### src/rtl/pd_pkg.sv
// Shared constants and state encoding for the block-header packer.
package pd_pkg;

  localparam int PD_HDR_WORDS    = 20;
  localparam int PD_WORD_W       = 32;
  localparam int PD_CHUNK1_W     = 512;
  localparam int PD_CHUNK2_W     = 128;
  localparam int PD_CHUNK1_WORDS = PD_CHUNK1_W / PD_WORD_W;
  localparam int PD_CHUNK2_WORDS = PD_CHUNK2_W / PD_WORD_W;

  typedef enum logic [1:0] {PD_IDLE, PD_FILL, PD_FULL} pd_pack_state_t;

endpackage

### src/rtl/pd_word_counter.sv
// Counts header words accepted so far; saturates at HDR_WORDS and flags the
// last word slot so the packer knows which transfer completes the header.
module pd_word_counter
  import pd_pkg::*;
#(
  parameter int HDR_WORDS = PD_HDR_WORDS
) (
  input  logic       clk,
  input  logic       n_rst,
  input  logic       en,
  input  logic       clr,
  output logic [4:0] count,
  output logic       terminal
);

  // Clear has priority so an abort or ack always lands on zero.
  always_ff @(posedge clk or negedge n_rst) begin
    if (!n_rst) begin
      count <= '0;
    end else if (clr) begin
      count <= '0;
    end else if (en && (count != 5'(HDR_WORDS))) begin
      count <= count + 5'd1;
    end
  end

  assign terminal = (count == 5'(HDR_WORDS - 1));

endmodule

### src/rtl/pd_header_packer.sv
// Packs 20 streamed 32-bit words into chunk_1/chunk_2 and holds them behind a
// valid/ack handshake. Define PD_NONCE_OVERRIDE_EN to allow nonce rewrites in FULL.
module pd_header_packer
  import pd_pkg::*;
#(
  parameter int HDR_WORDS = PD_HDR_WORDS,
  parameter int WORD_W    = PD_WORD_W
) (
  input  logic                   clk,
  input  logic                   n_rst,
  input  logic [WORD_W-1:0]      word_in,
  input  logic                   word_valid,
  output logic                   word_ready,
  input  logic                   abort,
  output logic [PD_CHUNK1_W-1:0] chunk_1,
  output logic [PD_CHUNK2_W-1:0] chunk_2,
  output logic                   block_valid,
  input  logic                   block_ack,
  output logic [4:0]             word_count
`ifdef PD_NONCE_OVERRIDE_EN
  ,
  input  logic [WORD_W-1:0]      nonce_in,
  input  logic                   nonce_load
`endif
);

  pd_pack_state_t state;
  logic [4:0]     count;
  logic           terminal;
  logic           take;
  logic           release_hdr;

  assign word_ready  = (state != PD_FULL);
  assign take        = word_valid && word_ready && !abort;
  assign release_hdr = (state == PD_FULL) && block_ack;
  assign word_count  = count;

  pd_word_counter #(
    .HDR_WORDS(HDR_WORDS)
  ) u_word_counter (
    .clk     (clk),
    .n_rst   (n_rst),
    .en      (take),
    .clr     (abort || release_hdr),
    .count   (count),
    .terminal(terminal)
  );

  // Chunk data is never cleared on ack/abort; only reset or a new word overwrites it.
  always_ff @(posedge clk or negedge n_rst) begin
    if (!n_rst) begin
      state       <= PD_IDLE;
      block_valid <= 1'b0;
      chunk_1     <= '0;
      chunk_2     <= '0;
    end else begin
      if (take) begin
        for (int k = 0; k < PD_CHUNK1_WORDS; k++) begin
          if (count == 5'(k)) chunk_1[PD_CHUNK1_W-1-WORD_W*k -: WORD_W] <= word_in;
        end
        for (int k = 0; k < PD_CHUNK2_WORDS; k++) begin
          if (count == 5'(PD_CHUNK1_WORDS + k)) chunk_2[PD_CHUNK2_W-1-WORD_W*k -: WORD_W] <= word_in;
        end
      end
`ifdef PD_NONCE_OVERRIDE_EN
      if ((state == PD_FULL) && nonce_load && !abort) chunk_2[WORD_W-1:0] <= nonce_in;
`endif
      if (abort) begin
        state       <= PD_IDLE;
        block_valid <= 1'b0;
      end else begin
        case (state)
          PD_IDLE: if (take) state <= PD_FILL;
          PD_FILL: begin
            if (take && terminal) begin
              state       <= PD_FULL;
              block_valid <= 1'b1;
            end
          end
          PD_FULL: begin
            if (block_ack) begin
              state       <= PD_IDLE;
              block_valid <= 1'b0;
            end
          end
          default: begin
            state       <= PD_IDLE;
            block_valid <= 1'b0;
          end
        endcase
      end
    end
  end

endmodule
### config.mk
export PLATFORM = sky130hd
export DESIGN_NAME = pd_header_packer
export DESIGN_NICKNAME = d
export VERILOG_FILES = /design/src/rtl/pd_pkg.sv /design/src/rtl/pd_word_counter.sv /design/src/rtl/pd_header_packer.sv
export SDC_FILE = /design/constraint.sdc
export NUM_CORES = 1
export LEC_CHECK = 0
export CAP_MARGIN = 0
export CORE_AREA = 5 5 264 266
export DETAILED_ROUTE_END_ITERATION = 8
export DIE_AREA = 0 0 269 271
export GPL_TIMING_DRIVEN = 0
export PLACE_DENSITY = 0.7
export SETUP_SLACK_MARGIN = 0.05
export SYNTH_ARGS = -nofsm -noshare
export SYNTH_HDL_FRONTEND = slang
export SYNTH_SLANG_ARGS = --single-unit
### constraint.sdc
create_clock -name clk -period 2.6 [get_ports clk]
set_input_delay 0.52 -clock clk [delete_from_list [all_inputs] [get_ports clk]]
set_output_delay 0.52 -clock clk [all_outputs]
set_load 0.01 [all_outputs]
Yosys cells after proc, flatten, opt, wreduce, memory -nomap -nowiden:

Cells that the tools add are included.

* logic and storage cells: 94
* latch bits: 0
* output and inout bits: 647
* register bits: 648
* bits in writable memories: 0
* ROM bits: 0
* memories: 0

* mux-type cells: 11
* reduce and logical (&&, ||, !) cells: 32
* eq/ne operators: 27
* shifts and indexed selects: 0
* divide/modulo/power cells: 0
* add/sub/neg operators: 1
* magnitude comparators: 0
* multipliers: 0
* bitwise gates (word level): 0

Operators by type and width (count)
* $eq 5x4->1 const B: 8
* $reduce_and 2->1: 20
* $eq 5x3->1 const B: 4
* $eq 5x5->1 const B: 4
* $eq 5x2->1 const B: 2
* $mux 5: 2
* $ne 3x3->1 const B: 3
* $mux 2: 4
* $pmux 2 s3: 1
* $reduce_and 3->1: 2
* $add 5x1->5 const B: 1
* $eq 5x1->1 const B: 1
* $logic_and 1x1->1: 5
* $logic_not 5->1: 1
* $ne 5x5->1 const B: 1
* $ne 2x2->1 const B: 2
* $mux 1: 3
* $pmux 1 s3: 1
* $eq 2x1->1 const B: 1
* $eq 2x2->1 const B: 1
* $logic_not 2->1: 1
* $reduce_bool 2->1: 1
* $logic_not 1->1: 1
* $logic_or 1x1->1: 1

Longest topological paths before layout:

Gate-level depths: netlist of run 1.

* depth after elaboration: 7
* depth in mapped cells: 7
* depth with buffers taken out: 5

By module:

From an unflattened synthesis of run 1, not the netlist that was laid out.

* cell total of the unflattened synthesis: 1486
* area total of the unflattened synthesis: 24442.2 um2

By module, submodules not included
* pd_header_packer: area an instance 24153.2 um2, seq. area each 16090.4 um2, cells each 1458, times used 1
* pd_word_counter: area an instance 289.0 um2, seq. area each 125.1 um2, cells each 28, times used 1

Worst setup path before layout of run 1:

OpenSTA, ideal clock, no wires.

* path type: flip-flop to flip-flop
* start: register u_word_counter.count[0]
* end: register chunk_1[481]
* buffers on the path: 1
* clock period less this slack: 2.120 ns
* path slack: 0.480 ns
* cell stages (with the launch flop): 7
* library setup time: 0.125 ns
* arrival: 1.995 ns
* data required time: 2.475 ns
* path through: dfrtp_1 > inv_1 > ha_1 > nand3b_4 > nor4b_2 > buf_6 > mux2_2

* cells in the longest elaborated chain, start to end: 2

Ends and longest elaborated chain
* start: declaration: line pd_word_counter.sv:12 `output logic [4:0] count,`
* start signal: assignment: line pd_word_counter.sv:23 `count <= count + 5'd1;`
* $logic_not 5->1: line pd_header_packer.sv:59 `if (count == 5'(k)) chunk_1[PD_CHUNK1_W-1-WORD_W*k -: WORD_W] <= word_in;`
* $reduce_and 2->1 (no source line)
* end signal: indexed assignment: line pd_header_packer.sv:59
* end: declaration: line pd_header_packer.sv:15 `output logic [PD_CHUNK1_W-1:0] chunk_1,`

No other way between the ends.
A chain may end at the register's enable or synchronous reset.

Final worst setup path of run 1:

* start: register state[1]
* end: output port word_ready

* cells in the longest elaborated chain, start to end: 1

Ends and longest elaborated chain
* start: declaration: line pd_header_packer.sv:27 `pd_pack_state_t state;`
* start signal: assignment: line pd_header_packer.sv:52 `state <= PD_IDLE;`
* start signal: assignment: line pd_header_packer.sv:69 `state <= PD_IDLE;`
* start signal: assignment: line pd_header_packer.sv:73 `PD_IDLE: if (take) state <= PD_FILL;`
* $ne 2x2->1: line pd_header_packer.sv:33 `assign word_ready = (state != PD_FULL);`
* end: declaration: line pd_header_packer.sv:13 `output logic word_ready,`

No other way between the ends.

==> run summary, run 1 <==
number of placement rows - 95
share of cells above drive strength 1 - 36.5%
Clk pwr share - 42.6%
switching power - 5.76 mW
die area - 0.0729 mm2
Hold Fails Final Rpt - 0
Power Dens Cells - 684 mW/mm2
drt via density - 4.89
vias in the first global route - 16.7k
Tmin final - 2.41 ns
fmax - 416 MHz
post-synthesis sequential area ratio - 64.9%
Mapped Nets - 1533
Clock Skews - 0.0298 ns
critical path cell sequence - nor2b_1 > buf_6 > inv_2 > buf_4 > dlygate4sd2_1
RSZ-0062 raised after global routing - no
global-route usage over all layers - 21.2%
leakage power total - 16.9 nW
worst min path class - input pin to flip-flop
post-synthesis cell count - 1491
combinational share of power - 11.8%
Area Overhead vs Synth - 41.5%
fill count - 5453
Reg2Reg Launch Point - u_word_counter.count[0]
placed wire-length estimate - 57.8 mm
CP Launch Type - flip-flop
Max Slew Vio Count - 0
Period Utilization, post-route - 92.5%
crit-path max FO - 10
P_int - 18.4 mW
CP endpoint - word_ready
Max Cap Violations - 0
largest net degree at the start of global routing - 130
die width - 269 um
vias - 15.5k
Pre-antenna DRT Iters - 4
maximum vdd drop - 0.000575 V
WL per Instance - 25.0 um
ranking of synthesized cells by area - dfrtp_1 (65%), mux2_2 (26%), mux2_4 (2.2%)
CTS Root Buffer Type - clkbuf_16
clk buf depth - 3
Net Sw Frac - 23.8%
WS Path Type - flip-flop to output port
Syn Area/Cell - 16.8 um2
Synth area leader - dfrtp_1
fin nets - 2281
initial DRC count - 692
ys flop type - dfrtp_1
critical path required time - 2.08 ns
Post-Synthesis Cell Area - 0.0250 mm2
TritonCTS buffer count - 71
Post-synth EDFFs - 0
Yosys top cell area share - 64.9%
RePlAce Congestion - 0.815
flops & latches, synth - 648
worst reg2reg path depth - 7
dpl ws - -0.572 ns
CP startpoint - state[1]
final setup margin - 0.194 ns
slowest stage delay, CP - 0.42 ns
TritonCTS clock tree - done
clock-pin slew on the worst setup and hold paths - 0.05 ns
input/output buffers - 650
register share of total power - 45.6%
Clock Latency Late Sink - 0.61 ns
clk sinks - 648
Die Height - 271 um
hold path depth - 3
top-count cell post-synth - dfrtp_1
total gr overflow - 0
critical path arrival - 1.89 ns
Synth Warn # - 0
top post-synthesis cells by count - dfrtp_1 (648), mux2_2 (569), clkbuf_1 (64)
Routed Antenna Nets - 0
async set or reset register ratio after synthesis - 100%
reg2reg setup slack - 0.33 ns
routed wire length - 79.1 mm
Core Area - 0.0668 mm2
Setup violations, final - 0
drt drc - 0
H-tree lvl count - 3
first-pass GRT wire length - 116 mm
Slew headroom - 46.9%
slowest cell on the critical path - dfrtp_1
Worst setup EP type - output port
initial core utilization - 37.4%
number of library cell types mapped by synthesis - 38
Slew @ Worst Pin - 0.797 ns
status - finished clean
I/O pins - 684
reg2reg end - chunk_1[103]
total power - 24.2 mW
antenna violations before repair - 4
[power by group through the flow]
stage	Combinational (mW)	Clock [mW]	Sequential, mW
5_1_grt	3.03	11.0	11.1
2_1_floorplan	0.766	0	11.4
4_1_cts	2.90	10.6	11.0
3_5_place_dp	2.87	0	11.2
6_report	2.85	10.3	11.0
3_3_place_gp	2.81	0	11.2
[final cells by class]
class                      instances  area (um2)  share of cell area [%]
tap                              873        1090                    3.09
clock buffer                      94        1970                    5.58
antenna                            3        7.51                  0.0212
timing repair buffer             675        6850                    19.4
buffer                           133         727                    2.06
sequential                       648       16200                    45.9
multi-input combinational        704        8050                    22.8
clock inverter                    28         430                    1.22
inverter                           6        22.5                  0.0637
[routing by layer]
| layer | wire, um | track usage (%) | vias to the layer above | part of all wire, % |
|---|---|---|---|---|
| met1 | 30800 | 25.4 | 8048 | 39 |
| li1 | - | - | 6758 | - |
| met2 | 39300 | 36.0 | 527 | 50 |
| met3 | 6050 | 6.50 | 142 | 7.7 |
| met4 | 2850 | 7.55 | 4 | 3.6 |
| met5 | 16 | 0 | - | 0.020 |
[sequential cells by signal (all words and copies together) (netlist names)]
name / cells
chunk_1: 512
u_word_counter.count: 5
block_valid: 1
state: 2
chunk_2: 128
[through the flow]
step	TNS, ns	instance area (um2)	util [%]	hold WS [ns]	cells
after global routing	0	35400	52.9	0.320	3163
after detailed placement	-125.96	32700	49.0	0.479	3019
after CTS	0	35300	52.8	0.254	3156
after global placement	-	32600	48.8	0.467	3014
final	0	35400	52.9	0.301	3164
after floorplan	0	25000	-	0.224	1491
[how the worst min path moves through the flow]
stage	from	to	slack, ns
floorplan	n_rst	block_valid	0.22
global placement	chunk_1[126]	chunk_1[126]	0.47
detailed placement	chunk_1[34]	chunk_1[34]	0.48
CTS	word_valid	state[0]	0.25
global route	word_valid	state[0]	0.32
finish	word_valid	state[0]	0.30
[critical path, delay by kind of cell, from the launching register on]
family	cells	cell delay [ns]
buffers and inverters	4	0.73
flip-flops	1	0.42
AND/OR/NAND/NOR	1	0.16
[logic make-up (layout without fill, tap and decap cells)]
kind of cell               Yosys count  count (layout)  synth area share, %
muxes                              642             642                 29.5
and+or+nand+nor                     50              50                 2.21
AOI/OAI and AO/OA                    7               7                0.205
buffers and inverters              139             936                 3.00
other                                0               3                    0
adders and majority gates            5               5                0.250
DFF                                648             648                 64.9
[layout by cell type (no fill, tap or decap), types with 3 or more instances in the layout]
| cell | n |
|---|---|
| nand4b_1 | 4 |
| clkdlybuf4s50_1 | 648 |
| mux2_4 | 36 |
| ha_1 | 5 |
| nor4_4 | 3 |
| clkbuf_16 | 71 |
| nand4_4 | 3 |
| mux2_2 | 569 |
| buf_6 | 15 |
| clkbuf_8 | 11 |
| buf_4 | 35 |
| and4bb_2 | 3 |
| nand2b_1 | 3 |
| buf_2 | 35 |
| bufinv_16 | 8 |
| nor4b_4 | 4 |
| nand4_2 | 8 |
| clkinv_2 | 10 |
| dfrtp_1 | 648 |
| inv_1 | 4 |
| clkinv_8 | 3 |
| diode_2 | 3 |
| clkbuf_1 | 76 |
| and3_1 | 5 |
| mux2_1 | 37 |
| buf_16 | 6 |
[repair_timing]
| action | 4_1_cts | 5_1_grt |
|---|---|---|
| endpoints found under the setup margin | 125 | 95 |
| setup buffers | 13 | 5 |
| gates resized for setup | 1 | 2 |
| hold buffers | 2 | 0 |
| hold endpoints to repair | 70 | 0 |
| pin swaps | 5 | 2 |
Note: power is estimated with default switching activity, not from simulation.
==> inputs of run 2 (changes only) <==
Settings changed: CTS_CLUSTER_DIAMETER set to 80.
==> run summary, run 2 (same netlist as run 1, synthesis figures left out) <==
largest registers - chunk_1 (512), chunk_2 (128), u_word_counter.count (5)
Area Overhead vs Synth - 41.1%
Worst setup EP type - output port
worst min path class - input pin to flip-flop
slowest stage delay, CP - 0.42 ns
Pre-antenna DRT Iters - 4
WL per Instance - 25.1 um
RSZ-0062 raised after global routing - no
drt drc - 0
Die Height - 271 um
CP Launch Type - flip-flop
global-route usage over all layers - 21.2%
initial DRC count - 720
critical path arrival - 1.91 ns
vias in the first global route - 16.7k
Power Dens Cells - 676 mW/mm2
first-pass GRT wire length - 116 mm
vias - 15.6k
kind of cell adding the most delay to the critical path - buffers and inverters
fmax - 412 MHz
Tmin final - 2.43 ns
TritonCTS buffer count - 71
Max Cap Violations - 0
Clock Latency Late Sink - 0.61 ns
Min Hold Slack - 0.295 ns
Slew @ Worst Pin - 0.803 ns
H-tree lvl count - 3
input/output buffers - 650
dpl ws - -0.572 ns
total power - 23.8 mW
clk sinks - 648
critical path cell sequence - nor2b_1 > buf_6 > inv_2 > buf_4 > dlygate4sd2_1
placed wire-length estimate - 57.8 mm
Hold Fails Final Rpt - 0
Max Slew Vio Count - 0
Setup violations, final - 0
clock-pin slew on the worst setup and hold paths - 0.05 ns
Slew headroom - 46.4%
CP Buf/Inv Count - 4
status - finished clean
fin nets - 2281
routed wire length - 79.2 mm
fill count - 5467
crit-path max FO - 10
clk buf depth - 3
Top reg by flops - chunk_1
initial core utilization - 37.4%
drt via density - 4.92
final setup margin - 0.175 ns
antenna violations before repair - 4
CTS Root Buffer Type - clkbuf_16
share of cells above drive strength 1 - 36.4%
number of placement rows - 95
I/O pins - 684
RePlAce Congestion - 0.815
maximum vdd drop - 0.000569 V
max reg flops - 512
Period Utilization, post-route - 93.3%
leakage power total - 16.8 nW
Clock Skews - 0.0228 ns
die area - 0.0729 mm2
Routed Antenna Nets - 0
TritonCTS clock tree - done
die width - 269 um
largest net degree at the start of global routing - 130
Core Area - 0.0668 mm2
Core Util, Final - 52.8%
commonest non-fill, non-tap cells in the layout - dfrtp_1 (648), clkdlybuf4s50_1 (648), mux2_2 (569)
WS Path Type - flip-flop to output port
slowest cell on the critical path - dfrtp_1
critical path required time - 2.08 ns
total gr overflow - 0
-- run 2: changes by cell type in the layout (fill, tap and decap cells not counted), sizes merged --
cell,change
bufinv,-4
clkinv,-5
clkbuf,+3
inv,+1
-- run 2: final timing paths --
| path | start | endpoint | slack, ns | depth (start not counted) |
|---|---|---|---|---|
| max | state[1] | word_ready | 0.17 | 5 |
| min | word_valid | state[0] | 0.30 | 3 |
| max reg2reg | u_word_counter.count[0] | chunk_1[103] | 0.30 | 7 |
| min reg2reg | chunk_1[211] | chunk_1[211] | 0.49 | 1 |
| max in group asynchronous | n_rst | chunk_1[497] | 0.37 | 5 |
| min in group asynchronous | n_rst | chunk_1[309] | 0.58 | 3 |
-- run 2: report_power, final --
group | switching (mW) | leakage, nW | internal, mW
clock | 4.09 | 1.12 | 5.85
combinational | 1.28 | 6.84 | 1.57
sequential | 0.348 | 8.85 | 10.7
total | 5.72 | 16.8 | 18.1
-- run 2: per-stage QoR --
| step | area [um2] | setup TNS, ns | std cells |
|---|---|---|---|
| floorplan | 25000 | 0 | 1491 |
| global placement | 32600 | - | 3014 |
| detailed placement | 32700 | -125.96 | 3019 |
| CTS | 35200 | 0 | 3151 |
| global route | 35300 | 0 | 3158 |
| finish | 35300 | 0 | 3159 |
-- run 2: worst register-to-register path, cell delays in order, from the launching register on --
cell      delay, ns
dfrtp_1        0.44
inv_1          0.11
ha_1           0.26
nand3b_4       0.17
nor4_4         0.27
buf_4          0.21
buf_2          0.32
mux2_2         0.39
-- run 2: what timing repair did --
action / in CTS / in global routing
hold endpoints to repair: 70 / 0
setup endpoints to repair: 125 / 98
buffers inserted: 13 / 5
hold buffers: 2 / 0
pin swaps: 5 / 2
gates resized for setup: 1 / 2
-- run 2: cell type report --
cell class                      instances  area, um2  area share (%)
Sequential cell                       648      16200            46.0
Multi-Input combinational cell        704       8050            22.8
Timing Repair Buffer                  675       6850            19.4
Clock buffer                           97       2010            5.71
Tap cell                              873       1090            3.10
Buffer                                133        727            2.06
Clock inverter                         20        287           0.813
Inverter                                6       22.5          0.0639
Antenna cell                            3       7.51          0.0213
-- run 2: routing by layer --
metal / track usage, % / part of all wire, %
met1: 25.5 / 40
met2: 36.0 / 50
met3: 6.42 / 7.4
met4: 7.35 / 3.4
met5: 0 / 0.023
